===== config.mk =====
export PLATFORM = sky130hd
export DESIGN_NAME = read_bpm_test_link_flat
export DESIGN_NICKNAME = d
export VERILOG_FILES = /design/src/rtl/read_bpm_test_link_if.sv /design/src/rtl/read_bpm_test_link.sv /design/src/flat_wrapper.sv
export SDC_FILE = /design/constraint.sdc
export NUM_CORES = 1
export LEC_CHECK = 0
export BUFFER_PORTS_ARGS = -buffer_cell sky130_fd_sc_hd__buf_2
export CORE_MARGIN = 5
export CORE_UTILIZATION = 47
export DETAILED_ROUTE_END_ITERATION = 7
export PLACE_DENSITY_LB_ADDON = 0.1
export SETUP_SLACK_MARGIN = 0.2
export SLEW_MARGIN = 20
export SYNTH_ARGS = -nofsm -noshare
export SYNTH_HDL_FRONTEND = slang
export SYNTH_SLANG_ARGS = --single-unit

===== constraint.sdc =====
create_clock -name auroraUserClk -period 2.5 [get_ports auroraUserClk]
set_input_delay 0.125 -clock auroraUserClk [delete_from_list [all_inputs] [get_ports auroraUserClk]]
set_output_delay 0.125 -clock auroraUserClk [all_outputs]
set_load 0.01 [all_outputs]

===== src/rtl/read_bpm_test_link_if.sv =====
// AXI stream carrying BPM test packets from the Aurora receiver into the
// checker. The master drives tdata/tvalid/tlast and the slave drives tready.
interface read_bpm_test_link_if;
  logic [31:0] tdata;
  logic        tvalid;
  logic        tlast;
  logic        tready;

  modport master (output tdata, output tvalid, output tlast, input tready);
  modport slave  (input tdata, input tvalid, input tlast, output tready);
endinterface


===== src/rtl/read_bpm_test_link.sv =====
// read_bpm_test_link: receive-side checker for four-word BPM test packets
// (header, X, Y, sum). Each FA session is closed by auroraFAstrobe, which
// reports one status code and restarts packet counting.
// Handshake: a beat transfers on any clock edge where tvalid and tready are
// both high; tdata/tlast are only looked at on such beats.
// Optional feature macro: BPM_TEST_BACKPRESSURE_EN drives tready from a
// 16-bit LFSR instead of holding it high.
module read_bpm_test_link #(
  parameter int BPM_COUNT_WIDTH = 6,
  parameter int ERR_COUNT_WIDTH = 16
) (
  input  logic                       auroraUserClk,
  input  logic                       auroraReset,
  input  logic                       auroraFAstrobe,
  read_bpm_test_link_if.slave        BPM_TEST_AXI_STREAM_RX,
  input  logic [BPM_COUNT_WIDTH-1:0] expBPMcount,
  input  logic [4:0]                 expCellIndex,
  output logic                       TESTstatusStrobe,
  output logic [1:0]                 TESTstatusCode,
  output logic [BPM_COUNT_WIDTH-1:0] packetCount,
  output logic [ERR_COUNT_WIDTH-1:0] errorCount,
  output logic [14:0]                lastFAcycle,
  output logic [2:0]                 dbgRxState
);

  typedef enum logic [2:0] {
    ST_IDLE    = 3'd0,
    ST_HEADER  = 3'd1,
    ST_X       = 3'd2,
    ST_Y       = 3'd3,
    ST_SUM     = 3'd4,
    ST_DISCARD = 3'd5
  } rx_state_t;

  rx_state_t state, state_nxt;

  logic        ready_q;
  logic        beat;
  logic [31:0] d;
  logic [4:0]  idx;
  logic [14:0] cyc_next;

  // Session bookkeeping
  logic session_open;   // a strobe has been seen since reset
  logic have_prev;      // an earlier session captured a cycle number
  logic captured;       // this session captured its cycle number
  logic sess_content;
  logic sess_frame;
  logic pkt_bad;        // flags accumulated on the packet in progress

  // Combinational results for the current beat
  logic       word_err;
  logic       content_err_now;
  logic       frame_err_now;
  logic       complete;
  logic       pkt_bad_total;
  logic [1:0] sess_code;

  logic unused_cell_msb;
  assign unused_cell_msb = expCellIndex[4];

  assign d        = BPM_TEST_AXI_STREAM_RX.tdata;
  assign beat     = BPM_TEST_AXI_STREAM_RX.tvalid & ready_q;
  assign idx      = packetCount[4:0];
  assign cyc_next = lastFAcycle + 15'd1;
  assign dbgRxState = state;

`ifdef BPM_TEST_BACKPRESSURE_EN
  logic [15:0] lfsr;
  logic        lfsr_fb;
  logic        ready_en;
  assign lfsr_fb = lfsr[15] ^ lfsr[13] ^ lfsr[12] ^ lfsr[10];
  assign ready_q = ready_en & lfsr[0];

  // LFSR advances every cycle to throttle the transmitter
  always_ff @(posedge auroraUserClk or posedge auroraReset) begin
    if (auroraReset) begin
      lfsr     <= 16'hACE1;
      ready_en <= 1'b0;
    end else begin
      lfsr     <= {lfsr[14:0], lfsr_fb};
      ready_en <= 1'b1;
    end
  end
`else
  // tready comes up one clock after reset and then stays high
  always_ff @(posedge auroraUserClk or posedge auroraReset) begin
    if (auroraReset) ready_q <= 1'b0;
    else             ready_q <= 1'b1;
  end
`endif

  assign BPM_TEST_AXI_STREAM_RX.tready = ready_q;

  // Expected-word comparison for the word the FSM is waiting for
  always_comb begin
    word_err = 1'b0;
    case (state)
      ST_HEADER: word_err = (d[31:16] != 16'hA5BE) || !d[15] || (d[14:9] != 6'd0) ||
                            (d[8:5] != expCellIndex[3:0]) || (d[4:0] != idx);
      ST_X:      word_err = (d != {16'hCAFE, 11'd0, idx});
      ST_Y:      word_err = (d != {16'hBEEF, 11'd0, idx});
      ST_SUM: begin
        word_err = d[31] || (d[15:0] != {11'd0, idx});
        if (packetCount == '0) begin
          if (have_prev && (d[30:16] != cyc_next)) word_err = 1'b1;
        end else if (d[30:16] != lastFAcycle) begin
          word_err = 1'b1;
        end
      end
      default:   word_err = 1'b0;
    endcase
  end

  // Next state, per-beat flags and the result of the session being closed
  always_comb begin
    state_nxt       = state;
    content_err_now = 1'b0;
    frame_err_now   = 1'b0;
    complete        = 1'b0;
    if (auroraFAstrobe) begin
      state_nxt = ST_HEADER;
    end else if (beat) begin
      case (state)
        ST_HEADER, ST_X, ST_Y: begin
          content_err_now = word_err;
          if (BPM_TEST_AXI_STREAM_RX.tlast) begin
            frame_err_now = 1'b1;
            complete      = 1'b1;
            state_nxt     = ST_HEADER;
          end else begin
            state_nxt = (state == ST_HEADER) ? ST_X : (state == ST_X) ? ST_Y : ST_SUM;
          end
        end
        ST_SUM: begin
          content_err_now = word_err;
          complete        = 1'b1;
          if (BPM_TEST_AXI_STREAM_RX.tlast) begin
            state_nxt = ST_HEADER;
          end else begin
            frame_err_now = 1'b1;
            state_nxt     = ST_DISCARD;
          end
        end
        ST_DISCARD: if (BPM_TEST_AXI_STREAM_RX.tlast) state_nxt = ST_HEADER;
        default:    state_nxt = state;
      endcase
    end
    pkt_bad_total = pkt_bad | content_err_now | frame_err_now;

    if (sess_frame || ((state != ST_HEADER) && (state != ST_IDLE))) sess_code = 2'd3;
    else if (sess_content)                                          sess_code = 2'd1;
    else if (packetCount != expBPMcount)                            sess_code = 2'd2;
    else                                                            sess_code = 2'd0;
  end

  // FSM state register
  always_ff @(posedge auroraUserClk or posedge auroraReset) begin
    if (auroraReset) state <= ST_IDLE;
    else             state <= state_nxt;
  end

  // Counters, session flags and status reporting
  always_ff @(posedge auroraUserClk or posedge auroraReset) begin
    if (auroraReset) begin
      TESTstatusStrobe <= 1'b0;
      TESTstatusCode   <= 2'd0;
      packetCount      <= '0;
      errorCount       <= '0;
      lastFAcycle      <= '0;
      session_open     <= 1'b0;
      have_prev        <= 1'b0;
      captured         <= 1'b0;
      sess_content     <= 1'b0;
      sess_frame       <= 1'b0;
      pkt_bad          <= 1'b0;
    end else if (auroraFAstrobe) begin
      TESTstatusStrobe <= session_open;
      if (session_open) TESTstatusCode <= sess_code;
      session_open <= 1'b1;
      have_prev    <= have_prev | captured;
      captured     <= 1'b0;
      packetCount  <= '0;
      sess_content <= 1'b0;
      sess_frame   <= 1'b0;
      pkt_bad      <= 1'b0;
    end else begin
      TESTstatusStrobe <= 1'b0;
      if (content_err_now) sess_content <= 1'b1;
      if (frame_err_now)   sess_frame   <= 1'b1;
      if (beat && (state == ST_SUM) && (packetCount == '0)) begin
        lastFAcycle <= d[30:16];
        captured    <= 1'b1;
      end
      if (complete) begin
        pkt_bad <= 1'b0;
        if (packetCount != '1) packetCount <= packetCount + 1'b1;
        if (pkt_bad_total && (errorCount != '1)) errorCount <= errorCount + 1'b1;
      end else begin
        pkt_bad <= pkt_bad_total;
      end
    end
  end

endmodule


===== src/flat_wrapper.sv =====
// flat-port wrapper written by rule: the top's interface ports become plain ports
module read_bpm_test_link_flat 
#(
  parameter int BPM_COUNT_WIDTH = 6,
  parameter int ERR_COUNT_WIDTH = 16
)
  (auroraUserClk, auroraReset, auroraFAstrobe, expBPMcount, expCellIndex, TESTstatusStrobe, TESTstatusCode, packetCount, errorCount, lastFAcycle, dbgRxState, BPM_TEST_AXI_STREAM_RX_tdata, BPM_TEST_AXI_STREAM_RX_tvalid, BPM_TEST_AXI_STREAM_RX_tlast, BPM_TEST_AXI_STREAM_RX_tready);
  read_bpm_test_link_if BPM_TEST_AXI_STREAM_RX_i ();
  input  logic auroraUserClk;
  input  logic auroraReset;
  input  logic auroraFAstrobe;
  input  logic [BPM_COUNT_WIDTH-1:0] expBPMcount;
  input  logic [4:0] expCellIndex;
  output logic TESTstatusStrobe;
  output logic [1:0] TESTstatusCode;
  output logic [BPM_COUNT_WIDTH-1:0] packetCount;
  output logic [ERR_COUNT_WIDTH-1:0] errorCount;
  output logic [14:0] lastFAcycle;
  output logic [2:0] dbgRxState;
  input wire logic [$bits(BPM_TEST_AXI_STREAM_RX_i.tdata)-1:0] BPM_TEST_AXI_STREAM_RX_tdata;
  input wire logic [$bits(BPM_TEST_AXI_STREAM_RX_i.tvalid)-1:0] BPM_TEST_AXI_STREAM_RX_tvalid;
  input wire logic [$bits(BPM_TEST_AXI_STREAM_RX_i.tlast)-1:0] BPM_TEST_AXI_STREAM_RX_tlast;
  output wire logic [$bits(BPM_TEST_AXI_STREAM_RX_i.tready)-1:0] BPM_TEST_AXI_STREAM_RX_tready;
  assign BPM_TEST_AXI_STREAM_RX_i.tdata = BPM_TEST_AXI_STREAM_RX_tdata;
  assign BPM_TEST_AXI_STREAM_RX_i.tvalid = BPM_TEST_AXI_STREAM_RX_tvalid;
  assign BPM_TEST_AXI_STREAM_RX_i.tlast = BPM_TEST_AXI_STREAM_RX_tlast;
  assign BPM_TEST_AXI_STREAM_RX_tready = BPM_TEST_AXI_STREAM_RX_i.tready;
  read_bpm_test_link #(.BPM_COUNT_WIDTH(BPM_COUNT_WIDTH), .ERR_COUNT_WIDTH(ERR_COUNT_WIDTH)) u_core (.auroraUserClk(auroraUserClk), .auroraReset(auroraReset), .auroraFAstrobe(auroraFAstrobe), .BPM_TEST_AXI_STREAM_RX(BPM_TEST_AXI_STREAM_RX_i), .expBPMcount(expBPMcount), .expCellIndex(expCellIndex), .TESTstatusStrobe(TESTstatusStrobe), .TESTstatusCode(TESTstatusCode), .packetCount(packetCount), .errorCount(errorCount), .lastFAcycle(lastFAcycle), .dbgRxState(dbgRxState));
endmodule

==> results_dict.tcl, run 1 <==
set metrics [dict create \
    outcome "finished, final reports clean" \
    slew_headroom_pct 36.6 \
    setup_viol 0 \
    start_util_pct 48.7 \
    gp_congestion 0.928 \
    yosysTopAreaCell "dfrtp_1" \
    drv_cap 0 \
    synth_edf_count 0 \
    area_growth_pct 43.0 \
    grt_usage_pct 20.1 \
    worst_pin_slew_ns 0.950 \
    cts.htree.levels 2 \
    required_ns 2.69 \
    crit_type "flop to flop" \
    grt_max_degree 46 \
    setup_ws_ns 0.0299 \
    drc_errors 0 \
    dp.cells 516 \
    die_h_um 91.3 \
    clkSinkCount 50 \
    grt_pass1_vias 2945 \
    powerDensity_nw_per_um2 397 \
    ir_drop_uv 324 \
    arrival_ns 2.66 \
    netlist_area_um2 3110 \
    coreArea_um2 6390 \
    final_core_util_pct 69.6 \
    vias 2921 \
    hold_path.class "input pin to async pin" \
    post-place-ws_ns -0.104 \
    layout_min_cycle_time_ns 2.47 \
    drtPass1Iterations 4 \
    period_share_pct 98.8 \
    path_max_fanout 7 \
    antenna_found_initial 0 \
    first_iter_violations 116 \
    setup_tns_ns 0 \
    wl_per_cell_um 16.8 \
    cp-end-kind "flop" \
    clock_latency_ns 0.30 \
    row_count 29 \
    root_buffer "clkbuf_8" \
    finClkSkew_ns 0.00617 \
    p_leak_nw 2.08 \
    insertedDiodeCount 0 \
    cts_hold_buf 0 \
    tritoncts "yes" \
    top_level_ports 92 \
    final-hold-violation-count 0 \
    mostFrequentLayoutCells "buf_2, buf_4, dfrtp_1, xnor2_1, nor2_1" \
    clock_path_buffers 2 \
    synth_area_leaders "dfrtp_1, xnor2_1, xor2_1" \
    via_per_inst 5.48 \
    dp_hpwl_um 6430 \
    crit_path_start_kind "flop" \
    routed_wl_um 8960 \
    drive_above_1_share_pct 45.6 \
    port_buffers 90 \
    numCtsBuffers 5 \
    yosysSeqAreaShare_pct 40.3 \
    synth_top_area_share_pct 40.3 \
    synthesis.nets 371 \
    grt-ovfl-total 0 \
    drv_slew 0 \
    grt_pass1_wl_um 14100 \
    synth.distinct_cells 55 \
    synth-seq-cells 50 \
    fmax_mhz 405 \
    ys_warn_count 0 \
    synthFlopType "dfrtp_1" \
    clkTransAtPathRegs_ns 0.09 \
    async_flop_share_pct 100 \
    syn_area_per_cell_um2 9.74 \
    synth_cells 319 \
    ant_nets 0 \
    stdcell_count 533 \
    chipWidth_um 91.3 \
    die-area_um2 8340 \
    final_common_cell "buf_2" \
    rsz0062_at_grt "true" \
    fin_nets 507 \
]
layer usage:
| metal | GRT usage [%] | wire [um] |
|---|---|---|
| met1 | 27.1 | 3830 |
| met2 | 33.2 | 4580 |
| met3 | 3.72 | 404 |
| met4 | 5.26 | 139 |
| met5 | 0 | 0 |
layout make-up:
type                    count  area (um^2)
multi-input cells         244         2050
fillers                   493         1940
flip-flops and latches     50         1260
repair buffers            146          898
well taps                  77         96.3
clock buffers               7         76.3
clock inverters             1         30.0
inverters                   8         30.0
worst max-delay path, stage by stage, from the launching register on:
cell and delay (ns):
dfrtp_1 0.43, xnor2_2 0.20, buf_4 0.17, o2bb2ai_4 0.12, o32ai_4 0.30, a2111oi_4 0.05, nor4b_2 0.16, and4bb_2 0.27
o22ai_4 0.27, buf_12 0.17, nand4_1 0.09, xnor2_1 0.15
where the power goes:
part,internal (mW),switching [mW],total [mW]
registers,0.839,0.0254,0.864
logic,0.143,0.188,0.332
clock network,0.300,0.268,0.568
through the flow:
step                power [mW]  instance area (um^2)  hold slack, ns
detailed placement        1.18                  3970           0.404
global route              1.86                  4440          0.0920
finish                    1.76                  4440          0.0246
floorplan                 1.05                  3150           0.247
global placement          1.18                  3970           0.395
CTS                       1.75                  4130          0.0770
sequential cells by signal (all words and copies together) (netlist names), 2 cells and up:
signal                 flops
u_core.lastFAcycle        15
u_core.TESTstatusCode      2
u_core.dbgRxState          3
u_core.packetCount         6
u_core.errorCount         16
what timing repair did:
item | 4_1_cts | 5_1_grt
pin swaps | 17 | 19
setup endpoints to repair | 18 | 18
gates resized for setup | 10 | 42
buffers inserted | 1 | 8
worst paths after layout:
check / from / endpoint / slack (ns) / depth (start not counted)
worst max-delay path: u_core.lastFAcycle[5] / u_core.errorCount[9] / 0.03 / 11
worst min-delay path: auroraReset / u_core.lastFAcycle[14] / 0.02 / 2
worst max register to register: u_core.lastFAcycle[5] / u_core.errorCount[9] / 0.03 / 11
worst min register to register: u_core.have_prev / u_core.have_prev / 0.47 / 1
max in group asynchronous: auroraReset / u_core.lastFAcycle[2] / 1.81 / 2
min in group auroraUserClk: BPM_TEST_AXI_STREAM_RX_tdata[30] / u_core.lastFAcycle[14] / 0.09 / 2
Yosys cell counts, types with 5 or more instances:
cell type and instances:
a21oi_1 13, a31oi_1 5, and3_1 5, clkbuf_1 11, dfrtp_1 50, inv_1 8
mux2_1 14, nand2_1 18, nand3_1 12, nand3_2 8, nand3b_1 5, nand4_1 15
nor2_1 21, nor4_1 7, o21ai_0 7, xnor2_1 37, xor2_1 19
kinds of logic after synthesis:
group / count (synthesis) / share of synthesized area, %
buf+inv: 25 / 3.50
mux: 16 / 5.76
simple gates: 122 / 23.8
other cells: 1 / 0.121
compound gates: 45 / 9.18
xor+xnor: 56 / 15.8
fa+ha+maj: 4 / 1.61
flops: 50 / 40.3
No activity file was read; power rests on OpenSTA's default activity.
==> run 2: changes to the inputs <==
--- a/config.mk
+++ b/config.mk
@@ -7,7 +7,7 @@
 export LEC_CHECK = 0
 export BUFFER_PORTS_ARGS = -buffer_cell sky130_fd_sc_hd__buf_2
 export CORE_MARGIN = 5
-export CORE_UTILIZATION = 47
+export CORE_UTILIZATION = 45
 export DETAILED_ROUTE_END_ITERATION = 7
 export PLACE_DENSITY_LB_ADDON = 0.1
 export SETUP_SLACK_MARGIN = 0.2
==> results_dict.tcl, run 2 (same netlist as run 1, synthesis figures left out) <==
set metrics [dict create \
    reg2reg_to "u_core.errorCount[1]" \
    via_per_inst 5.46 \
    crit_path_start_kind "flop" \
    hold_path.class "input pin to flop" \
    r2r_start "u_core.lastFAcycle[0]" \
    drv_cap 0 \
    grt_pass1_wl_um 13900 \
    final-hold-violation-count 0 \
    port_buffers 90 \
    coreArea_um2 6760 \
    wl_per_cell_um 16.1 \
    fin_area_um2 4420 \
    insertedDiodeCount 0 \
    cp-end-kind "flop" \
    vias 2954 \
    violations "negative setup slack" \
    setup_ws_ns -0.0709 \
    r2r_slack_ns -0.07 \
    endpoint "u_core.errorCount[1]" \
    final_common_cell "buf_2" \
    ant_nets 0 \
    p_leak_nw 2.13 \
    mostFrequentLayoutCells "buf_2, buf_4, dfrtp_1, xnor2_1, nor2_1" \
    period_share_pct 103 \
    reg2reg_depth 10 \
    crit_chain "buf_6 -> buf_4 -> xor2_1 -> nand3_1 -> a2111oi_2 -> nor4b_2 -> and4bb_2 -> o22ai_4 -> buf_12 -> mux2_4" \
    required_ns 2.70 \
    grt_pass1_vias 2924 \
    cp-startpoint "u_core.lastFAcycle[0]" \
    start_util_pct 46.0 \
    grt_max_degree 30 \
    layout_min_cycle_time_ns 2.57 \
    finClkSkew_ns 0.00728 \
    grt-ovfl-total 0 \
    setup_viol 16 \
    arrival_ns 2.78 \
    total_power_mw 1.72 \
    cts.htree.levels 2 \
    tritoncts "yes" \
    chipWidth_um 93.1 \
    crit_type "flop to flop" \
    powerDensity_nw_per_um2 389 \
    routed_wl_um 8700 \
    clkTransAtPathRegs_ns 0.10 \
    drive_above_1_share_pct 45.3 \
    top_level_ports 92 \
    die-area_um2 8670 \
    area_growth_pct 42.1 \
    path_max_fanout 7 \
    dpl_cell_area_um2 3980 \
    clock_latency_ns 0.31 \
    fmax_mhz 389 \
    slew_headroom_pct 63.1 \
    gp_congestion 0.872 \
    fin_nets 512 \
    root_buffer "clkbuf_8" \
    worst_pin_slew_ns 0.551 \
    worstHoldStart "BPM_TEST_AXI_STREAM_RX_tdata[30]" \
    dp_hpwl_um 6540 \
    cp_slowest_cell "dfrtp_2" \
    drv_slew 0 \
    rsz0062_at_grt "true" \
    die_h_um 93.1 \
    grt_usage_pct 20.0 \
    dp.cells 522 \
    drc_errors 0 \
    critPathMaxStageDelay_ns 0.43 \
    outcome "complete, but fails checks" \
    ir_drop_uv 378 \
    row_count 30 \
    drtPass1Iterations 4 \
    antenna_found_initial 0 \
    largestRegisters "u_core.errorCount x16, u_core.lastFAcycle x15, u_core.packetCount x6" \
    clock_path_buffers 2 \
    setup_tns_ns -0.689 \
    top_register "u_core.errorCount" \
    numCtsBuffers 5 \
    clkSinkCount 50 \
    largest_reg_flops 16 \
    stdcell_count 541 \
    first_iter_violations 94 \
]
run 2: power by group:
group / switching [mW] / total [mW] / internal, mW / leakage (nW)
sequential: 0.0293 / 0.868 / 0.839 / 0.654
clock: 0.289 / 0.518 / 0.228 / 0.0514
combinational: 0.186 / 0.333 / 0.147 / 1.42
total: 0.504 / 1.72 / 1.21 / 2.13
run 2: cell type report:
cell class                 count  area [um^2]
multi-input combinational    244         1940
clock buffer                   6         82.6
inverter                       8         30.0
fill                         583         2340
timing repair buffer         151          990
clock inverter                 2         17.5
sequential                    50         1260
tap                           80          100
run 2: worst min-delay path by stage:
stage | endpoint | slack, ns | cells after the start
3_5_place_dp | u_core.lastFAcycle[13] | 0.18 | 2
2_1_floorplan | u_core.lastFAcycle[11] | 0.25 | 2
4_1_cts | u_core.lastFAcycle[14] | 0.07 | 2
5_1_grt | u_core.lastFAcycle[14] | 0.08 | 2
3_3_place_gp | u_core.lastFAcycle[13] | 0.17 | 2
6_report | u_core.lastFAcycle[14] | 0.08 | 2
run 2: per-layer routing:
layer | up-vias | wire (um) | share of wire, % | GRT usage, %
met5 | - | 0 | 0 | 0
met4 | 0 | 183 | 2.1 | 6.23
met3 | 19 | 429 | 4.9 | 4.10
met2 | 79 | 4420 | 51 | 35.2
met1 | 1429 | 3670 | 42 | 24.4
li1 | 1427 | - | - | -
run 2: metrics by stage:
| stage | setup WS [ns] | utilization (%) | hold slack [ns] |
|---|---|---|---|
| 2_1_floorplan | 0.0426 | - | 0.247 |
| 3_3_place_gp | -0.0882 | 59.0 | 0.171 |
| 3_5_place_dp | -0.211 | 59.0 | 0.179 |
| 4_1_cts | -0.0614 | 63.1 | 0.0731 |
| 5_1_grt | -0.161 | 65.4 | 0.0799 |
| 6_report | -0.0709 | 65.4 | 0.0807 |
run 2: repair_timing:
action	CTS	global route
pin swaps	25	15
setup buffers	3	6
hold buffers	1	0
gates cloned	1	0
setup endpoints to repair	18	18
resized for setup	20	22
hold endpoints to repair	21	0
run 2: worst max-delay path: cells and delay by family, from the launching register on:
family / cells / cell delay [ns]
mux: 1 / 0.29
buf+inv: 3 / 0.43
xor+xnor: 1 / 0.19
simple gates: 3 / 0.70
flops: 1 / 0.43
compound gates: 2 / 0.43
==> run 3: changes to the inputs <==
--- a/config.mk
+++ b/config.mk
@@ -6,8 +6,10 @@
 export NUM_CORES = 1
 export LEC_CHECK = 0
 export BUFFER_PORTS_ARGS = -buffer_cell sky130_fd_sc_hd__buf_2
+export CELL_PAD_IN_SITES_DETAIL_PLACEMENT = 1
+export CELL_PAD_IN_SITES_GLOBAL_PLACEMENT = 2
 export CORE_MARGIN = 5
-export CORE_UTILIZATION = 45
+export CORE_UTILIZATION = 28
 export DETAILED_ROUTE_END_ITERATION = 7
 export PLACE_DENSITY_LB_ADDON = 0.1
 export SETUP_SLACK_MARGIN = 0.2
==> results_dict.tcl, run 3 (same netlist as run 1, synthesis figures left out) <==
set metrics [dict create \
    ir_drop_uv 181 \
    die-area_um2 13300 \
    wl_per_cell_um 17.2 \
    largest_reg_flops 16 \
    chipWidth_um 115 \
    grt_pass1_vias 3273 \
    coreArea_um2 10800 \
    setup_ws_ns -0.00705 \
    reg2reg_depth 10 \
    seq_power_share_pct 50.0 \
    critPathMaxStageDelay_ns 0.40 \
    r2r_start "u_core.errorCount[5]" \
    die_h_um 115 \
    arrival_ns 2.71 \
    first_iter_violations 100 \
    grt_pass1_wl_um 16800 \
    grt-ovfl-total 0 \
    final-hold-violation-count 0 \
    holdWs_ns 0.0811 \
    p_leak_nw 2.18 \
    crit_path_start_kind "flop" \
    drv_cap 0 \
    final_common_cell "buf_2" \
    period_share_pct 100 \
    worst_pin_slew_ns 0.609 \
    clock_latency_ns 0.31 \
    antenna_found_initial 0 \
    clkTransAtPathRegs_ns 0.10 \
    layout_min_cycle_time_ns 2.51 \
    row_count 38 \
    required_ns 2.70 \
    root_buffer "clkbuf_8" \
    final_core_util_pct 42.0 \
    clkSinkCount 50 \
    crit_type "flop to flop" \
    cts.htree.levels 2 \
    cp-end-kind "flop" \
    insertedDiodeCount 0 \
    reg2reg_to "u_core.errorCount[9]" \
    clock_path_buffers 2 \
    via_per_inst 4.80 \
    powerDensity_nw_per_um2 380 \
    outcome "complete, but fails checks" \
    drive_above_1_share_pct 46.2 \
    r2r_slack_ns -0.007 \
    start_util_pct 28.7 \
    port_buffers 90 \
    top_register "u_core.errorCount" \
    mostFrequentLayoutCells "buf_2, buf_4, dfrtp_1, xnor2_1, nor2_1" \
    crit_path_frequent_cell "and4_4" \
    rsz0062_at_grt "true" \
    hold_path_end "u_core.lastFAcycle[5]" \
    setup_viol 2 \
    vias 2928 \
    cp-startpoint "u_core.errorCount[5]" \
    ant_nets 0 \
    largestRegisters "u_core.errorCount x16, u_core.lastFAcycle x15, u_core.packetCount x6" \
    grt_usage_pct 15.8 \
    violations "negative setup slack" \
    fmax_mhz 399 \
    tritoncts "yes" \
    drc_errors 0 \
    gp_congestion 0.833 \
    p_switching_uw 513 \
    cp_slowest_cell "dfrtp_1" \
    drtPass1Iterations 4 \
    worstHoldStart "BPM_TEST_AXI_STREAM_RX_tdata[21]" \
    slew_headroom_pct 59.2 \
    top_level_ports 92 \
    numCtsBuffers 5 \
    comb_power_share_pct 19.6 \
    fin_nets 521 \
    hold_depth 2 \
    switching_share_pct 29.6 \
    crit_chain "and4_4 -> and4_4 -> and4_4 -> and3_4 -> a311o_1 -> or2_1 -> o22ai_4 -> buf_12 -> nand4_1 -> xnor2_1" \
    finClkSkew_ns 0.00599 \
    hold_path.class "input pin to flop" \
    internal_power_mw 1.22 \
    routed_wl_um 10500 \
    p_clk_share_pct 30.4 \
    dp_hpwl_um 8150 \
    area_growth_pct 46.5 \
    grt_max_degree 21 \
    path_max_fanout 8 \
    drv_slew 0 \
]
## run 3: cell count changes in the layout (fill, tap and decap cells not counted), moves of 2 or more
| cell | delta |
|---|---|
| buf_4 | +15 |
| buf_6 | -6 |
| clkinv_4 | -2 |
| dfrtp_1 | +2 |
| dfrtp_2 | -2 |
| nand3_2 | +2 |
| nor4_1 | -2 |
## run 3: worst max path at each step
stage                                 to
global route        u_core.errorCount[7]
detailed placement  u_core.errorCount[9]
CTS                 u_core.errorCount[9]
finish              u_core.errorCount[9]
global placement    u_core.errorCount[7]
floorplan           u_core.errorCount[3]
## run 3: worst max-delay path, delay by kind of cell, from the launching register on
family          cells  cell delay (ns)
compound gates      2             0.55
xor+xnor            1             0.15
buf+inv             1             0.17
flops               1             0.40
simple gates        6             1.14
## run 3: routing by layer
metal	share of wire, %	track usage [%]
met5	0	0
met4	0.93	2.74
met3	3.6	2.63
met2	51	28.3
met1	44	20.3
## run 3: layout make-up
type | instances | area [um^2]
Fill cell | 1294 | 6290
Multi-Input combinational cell | 244 | 1960
Sequential cell | 50 | 1260
Timing Repair Buffer | 160 | 1030
Tap cell | 140 | 175
Clock buffer | 7 | 86.3
Inverter | 8 | 30.0
Clock inverter | 1 | 8.76
## run 3: per-stage QoR
stage,cell area [um^2],std cells,setup TNS (ns),power (mW),setup WS [ns]
3_5_place_dp,4140,589,-1.61,1.20,-0.158
5_1_grt,4550,610,-1.25,1.83,-0.135
4_1_cts,4370,604,-0.235,1.75,-0.0623
6_report,4550,610,-0.0131,1.73,-0.00705
2_1_floorplan,3150,319,0,1.05,0.0426
3_3_place_gp,4140,589,-0.747,1.20,-0.0788
## run 3: repair_timing
action / CTS / global route
pin swaps: 14 / 17
cloned: 0 / 1
gates resized for setup: 15 / 24
endpoints found under the setup margin: 18 / 31
hold buffers: 1 / 0
hold endpoints to repair: 16 / 0
setup buffers: 6 / 5
## run 3: power groups by stage
| stage | logic [mW] | clock network [mW] | registers [mW] |
|---|---|---|---|
| global placement | 0.317 | 0 | 0.879 |
| CTS | 0.334 | 0.547 | 0.866 |
| detailed placement | 0.322 | 0 | 0.881 |
| finish | 0.339 | 0.527 | 0.866 |
| floorplan | 0.155 | 0 | 0.892 |
| global route | 0.377 | 0.577 | 0.872 |
